## src/rtl/prim_sync_pkg.sv

```systemverilog
// Shared definitions for the multi-bit synchronizer / glitch filter.
//   PRIM_SYNC_MIN_STAGES : smallest legal synchronizer depth
//   filt_cnt_w(f)        : width of the per-bit stability counter for a
//                          filter length of f cycles (at least 1 bit)
package prim_sync_pkg;

  localparam int unsigned PRIM_SYNC_MIN_STAGES = 2;

  function automatic int unsigned filt_cnt_w(input int unsigned f);
    return (f < 2) ? 1 : $clog2(f + 1);
  endfunction

endpackage

```

## src/rtl/prim_filter_ctr.sv

```systemverilog
// One-bit glitch filter plus edge detector.
//   clk_i     in  1  clock
//   rst_ni    in  1  synchronous active-low reset
//   sync_i    in  1  already-synchronized input bit
//   rst_val_i in  1  value q_o takes in reset
//   q_o       out 1  filtered value
//   rise_o    out 1  one-cycle pulse when q_o goes 0->1
//   fall_o    out 1  one-cycle pulse when q_o goes 1->0
// With FilterCycles == 0 q_o simply registers sync_i. Otherwise sync_i must
// differ from q_o for FilterCycles consecutive cycles before q_o follows.
module prim_filter_ctr
  import prim_sync_pkg::*;
#(
  parameter int unsigned FilterCycles = 0
) (
  input  logic clk_i,
  input  logic rst_ni,
  input  logic sync_i,
  input  logic rst_val_i,
  output logic q_o,
  output logic rise_o,
  output logic fall_o
);

  logic r_q;
  logic r_rise;
  logic r_fall;
  logic w_q_nxt;

  if (FilterCycles == 0) begin : g_nofilt

    always_comb begin
      w_q_nxt = sync_i;
    end

  end else begin : g_filt

    localparam int unsigned    CntW    = filt_cnt_w(FilterCycles);
    localparam logic [CntW-1:0] CntLast = CntW'(FilterCycles - 1);

    logic [CntW-1:0] r_cnt;
    logic [CntW-1:0] w_cnt_nxt;

    // Any cycle where sync agrees with q_o restarts the stability count,
    // so pulses shorter than FilterCycles never reach q_o.
    always_comb begin
      w_cnt_nxt = r_cnt;
      w_q_nxt   = r_q;
      if (sync_i == r_q) begin
        w_cnt_nxt = '0;
      end else if (r_cnt == CntLast) begin
        w_q_nxt   = sync_i;
        w_cnt_nxt = '0;
      end else begin
        w_cnt_nxt = r_cnt + 1'b1;
      end
    end

    always_ff @(posedge clk_i) begin
      if (!rst_ni) begin
        r_cnt <= '0;
      end else begin
        r_cnt <= w_cnt_nxt;
      end
    end

  end

  // Reset forces q_o without going through the edge logic, so a
  // reset-induced change never produces a pulse.
  always_ff @(posedge clk_i) begin
    if (!rst_ni) begin
      r_q    <= rst_val_i;
      r_rise <= 1'b0;
      r_fall <= 1'b0;
    end else begin
      r_q    <= w_q_nxt;
      r_rise <= ~r_q & w_q_nxt;
      r_fall <= r_q & ~w_q_nxt;
    end
  end

  assign q_o    = r_q;
  assign rise_o = r_rise;
  assign fall_o = r_fall;

endmodule

```

## src/rtl/prim_flop_nsync_filt.sv

```systemverilog
// Parametrised multi-bit synchronizer with optional per-bit glitch filter
// and per-bit rise/fall pulses. Bits are fully independent; not suitable for
// buses whose bits must change coherently.
//   clk_i   in  1      clock
//   rst_ni  in  1      synchronous active-low reset
//   d_i     in  Width  asynchronous inputs
//   q_o     out Width  synchronized, filtered value
//   rise_o  out Width  one-cycle pulse per bit when q_o goes 0->1
//   fall_o  out Width  one-cycle pulse per bit when q_o goes 1->0
module prim_flop_nsync_filt
  import prim_sync_pkg::*;
#(
  parameter int unsigned      Width        = 16,
  parameter int unsigned      Stages       = 2,
  parameter int unsigned      FilterCycles = 0,
  parameter logic [Width-1:0] ResetValue   = '0
) (
  input  logic             clk_i,
  input  logic             rst_ni,
  input  logic [Width-1:0] d_i,
  output logic [Width-1:0] q_o,
  output logic [Width-1:0] rise_o,
  output logic [Width-1:0] fall_o
);

  if (Stages < PRIM_SYNC_MIN_STAGES) begin : g_chk_stages
    $error("prim_flop_nsync_filt: Stages must be at least 2");
  end

  if (Width < 1) begin : g_chk_width
    $error("prim_flop_nsync_filt: Width must be at least 1");
  end

  // Without a filter the output register of the filter cell is itself the
  // last synchronizer stage, keeping d_i->q_o latency at exactly Stages.
  // With a filter the full chain precedes it and latency is Stages+F.
  localparam int unsigned ChainD = (FilterCycles == 0) ? Stages - 1 : Stages;

  for (genvar k = 0; k < ChainD; k++) begin : g_stage
    logic [Width-1:0] r_q;
    logic [Width-1:0] w_in;

    if (k == 0) begin : g_first
      assign w_in = d_i;
    end else begin : g_next
      assign w_in = g_stage[k-1].r_q;
    end

    always_ff @(posedge clk_i) begin
      if (!rst_ni) begin
        r_q <= ResetValue;
      end else begin
        r_q <= w_in;
      end
    end
  end

  logic [Width-1:0] w_sync;
  assign w_sync = g_stage[ChainD-1].r_q;

  for (genvar i = 0; i < Width; i++) begin : g_bit
    prim_filter_ctr #(
      .FilterCycles(FilterCycles)
    ) u_filt (
      .clk_i    (clk_i),
      .rst_ni   (rst_ni),
      .sync_i   (w_sync[i]),
      .rst_val_i(ResetValue[i]),
      .q_o      (q_o[i]),
      .rise_o   (rise_o[i]),
      .fall_o   (fall_o[i])
    );
  end

endmodule
```

## config.mk

```make
export PLATFORM = sky130hd
export DESIGN_NAME = prim_flop_nsync_filt
export DESIGN_NICKNAME = d
export VERILOG_FILES = /design/src/rtl/prim_sync_pkg.sv /design/src/rtl/prim_filter_ctr.sv /design/src/rtl/prim_flop_nsync_filt.sv
export SDC_FILE = /design/constraint.sdc
export NUM_CORES = 1
export LEC_CHECK = 0
export CAP_MARGIN = 20
export CORE_MARGIN = 10
export CORE_UTILIZATION = 41
export CTS_CLUSTER_DIAMETER = 120
export DETAILED_ROUTE_END_ITERATION = 10
export HOLD_SLACK_MARGIN = 0.03
export PLACE_DENSITY = 0.77
export SYNTH_ARGS = -nofsm -noshare
export SYNTH_HDL_FRONTEND = slang
export SYNTH_SLANG_ARGS = --single-unit
export TNS_END_PERCENT = 10
```

## constraint.sdc

```tcl
create_clock -name clk_i -period 0.8 [get_ports clk_i]
set_clock_uncertainty 0.1 [all_clocks]
set_input_delay 0.16 -clock clk_i [delete_from_list [all_inputs] [get_ports clk_i]]
set_output_delay 0.16 -clock clk_i [all_outputs]
set_load 0.01 [all_outputs]
```

==> flow_metrics.tcl, run 1 <==
set metrics [dict create \
    crit_slowest_cell "dfxtp_2" \
    synth_cell_type_count 5 \
    slew-limit-headroom_pct 92.0 \
    yosys-top-cells-area "dfxtp_1, buf_4, and3b_1" \
    cts_buffer_depth 2 \
    power.switching_uw 1230 \
    hold_start "rst_ni" \
    p_int_uw 4880 \
    layout_min_cycle_time_ns 1.02 \
    crit_path_start_kind "register" \
    syn_nets 201 \
    violations "negative setup slack" \
    cts_htree_levels 3 \
    gp_congestion 0.656 \
    layout-drive-gt1-share_pct 47.7 \
    arrival_ns 0.76 \
    first_global_vias 1122 \
    slew_viol_final 0 \
    worstSetupStartpoint "g_bit[2].u_filt.q_o$_SDFF_PN0_" \
    numCtsBuffers 9 \
    cts_num_sinks 64 \
    path_cells "buf_6" \
    ys_seq_area_share_pct 58.4 \
    drt_wl_total_mm 3.57 \
    die_area_mm2 0.00868 \
    clkPwrFrac_pct 36.8 \
    postCtsHoldBufs 0 \
    drc 0 \
    r2r_setup_slack_ns -0.10 \
    antenna_cells 0 \
    wl_per_cell_um 12.4 \
    finalSetupViolations 50 \
    power_frac_seq_pct 55.6 \
    num-nets-final 234 \
    grt_max_degree 38 \
    synth_top_area_share_pct 58.4 \
    path_depth 1 \
    cpPeakStageDelay_ns 0.35 \
    max_freq_ghz 0.977 \
    crit_path_end_kind "primary output" \
    endpoint "q_o[2]" \
    dpl.hpwl_mm 2.60 \
    grt.total_usage_pct 8.48 \
    yosys-top-cells-count "dfxtp_1, buf_4, and2_1, and3b_1, buf_6" \
    fin_ws_ns -0.223 \
    powerDensity_mw_per_mm2 2180 \
    synth_area_mm2 0.00219 \
    hp-class "in2reg" \
    cts_tree "built" \
    port_buffers 65 \
    rsz0062_at_grt "yes" \
    worstPathMaxFanout 2 \
    syn_avg_cell_area_um2 12.0 \
    synthCells 183 \
    vias 1190 \
    ant_nets 0 \
    clk_pin_slew_worst_paths_ns 0.06 \
    root_buffer "clkbuf_8" \
    rows 26 \
    synth_edf_count 0 \
    maxCapViolations 0 \
    path_buf_inv 1 \
    core_area_mm2 0.00514 \
    grt_overflow 0 \
    dr.pass1.iters 4 \
    yosysMostFrequentCell "dfxtp_1" \
    drt_first_iter_violations 8 \
    ys_seq_elements 64 \
    grt_pass1_wl_mm 5.64 \
    placedInstanceArea_mm2 0.00260 \
    finalHoldViolCount 0 \
    viasPerCell 4.13 \
    crit_required_ns 0.54 \
    insertion_delay_ns 0.32 \
    r2r_cells 3 \
    fp.dieW_um 93.1 \
    finalPower_uw 6110 \
    holdWs_ns 0.182 \
    die_y_um 93.1 \
    rr_endpoint "g_bit[1].u_filt.fall_o$_SDFF_PN0_" \
    ys_warn_count 0 \
    synth_top_cell_by_area "dfxtp_1" \
    fin_area_mm2 0.00280 \
    timing.setup.tns_ns -10.0 \
    syn2layout_area_growth_pct 27.4 \
    worst_slew_pin_slew_ns 0.120 \
    antenna_found_initial 0 \
    io_pins 66 \
    swShare_pct 20.2 \
    ys.flop_type "dfxtp_1" \
    setup.worst_path.class "reg2out" \
    leakagePower_uw 0.00135 \
    status "complete, but fails checks" \
    p_comb_share_pct 7.6 \
    initial_core_util_pct 42.7 \
    timing.rr.start "g_bit[1].u_filt.q_o$_SDFF_PN0_" \
    fin_crit_sh_pct 128 \
    async_reset_ff_share_pct 0 \
    ir_drop_mv 1.04 \
    cp_top_family "flip-flops" \
    fill_cells 473 \
]
metal layers:
layer  part of all wire [%]  global-route usage (%)  up-vias
li1                       -                       -      604
met1                     38                    8.59      532
met2                     48                    12.8       43
met3                     11                    4.72       11
met4                    3.0                    6.56        0
met5                      0                       0        -
registers in the layout, summed over array words and instances (netlist names):
register,count
g_bit.u_filt.fall_o,16
g_bit.u_filt.q_o,16
g_stage.r_q,16
g_bit.u_filt.rise_o,16
metrics by stage:
step,setup slack (ns),utilization [%],std cells
2_1_floorplan,0.0346,-,183
3_3_place_gp,-0.329,50.6,274
3_5_place_dp,-0.341,50.6,274
4_1_cts,-0.246,52.0,287
5_1_grt,-0.264,54.4,288
6_report,-0.223,54.4,288
final cells by class:
| cell class | instances | area [um^2] | share of cell area [%] |
|---|---|---|---|
| clock inverters | 1 | 5.00 | 0.179 |
| flip-flops and latches | 64 | 1320 | 47.2 |
| repair buffers | 77 | 747 | 26.7 |
| multi-input cells | 64 | 480 | 17.2 |
| clock buffers | 12 | 155 | 5.55 |
| well taps | 70 | 87.6 | 3.13 |
power groups by stage:
stage / clock network, uW / registers, uW / logic, uW
3_5_place_dp: 0 / 3440 / 475
4_1_cts: 2340 / 3380 / 443
6_report: 2250 / 3390 / 464
5_1_grt: 2490 / 3410 / 505
3_3_place_gp: 0 / 3430 / 467
2_1_floorplan: 0 / 3420 / 302
layout by cell type (no fill, tap or decap), drive strengths merged:
cell and count:
dfxtp 64, buf 61, and2 32, and3b 32
clkdlybuf4s50 16, clkbuf 12, clkinv 1
kinds of logic (layout without fill, tap and decap cells):
kind of cell           Yosys count  count (layout)  synth area share, %
buffers and inverters           55              90                 19.7
flip-flops                      64              64                 58.4
AND/OR/NAND/NOR                 64              64                 21.9
worst min path at each step:
stage	end	slack, ns	cells after the start
after floorplan	g_stage[0].r_q[14]$_SDFF_PN0_	0.18	1
after global placement	g_bit[3].u_filt.q_o$_SDFF_PN0_	0.35	1
after detailed placement	g_bit[5].u_filt.q_o$_SDFF_PN0_	0.36	1
after CTS	g_stage[0].r_q[8]$_SDFF_PN0_	0.17	3
after global routing	g_stage[0].r_q[9]$_SDFF_PN0_	0.19	3
final	g_stage[0].r_q[4]$_SDFF_PN0_	0.18	3
repair_timing:
action | 4_1_cts | 5_1_grt
endpoints found under the hold margin | 0 | 0
resized for setup | 233 | 30
setup endpoints to repair | 52 | 64
buffers inserted | 0 | 1
pin swaps | 1 | 0
Power figures use the tool's default switching activity.
==> run 2, diff against run 1 <==
--- a/config.mk
+++ b/config.mk
@@ -9,6 +9,7 @@
 export CORE_MARGIN = 10
 export CORE_UTILIZATION = 41
 export CTS_CLUSTER_DIAMETER = 120
+export CTS_CLUSTER_SIZE = 16
 export DETAILED_ROUTE_END_ITERATION = 10
 export HOLD_SLACK_MARGIN = 0.03
 export PLACE_DENSITY = 0.77
==> results of run 2 <==
Same layout as run 1: the final DEF is identical, and so are final timing and power.
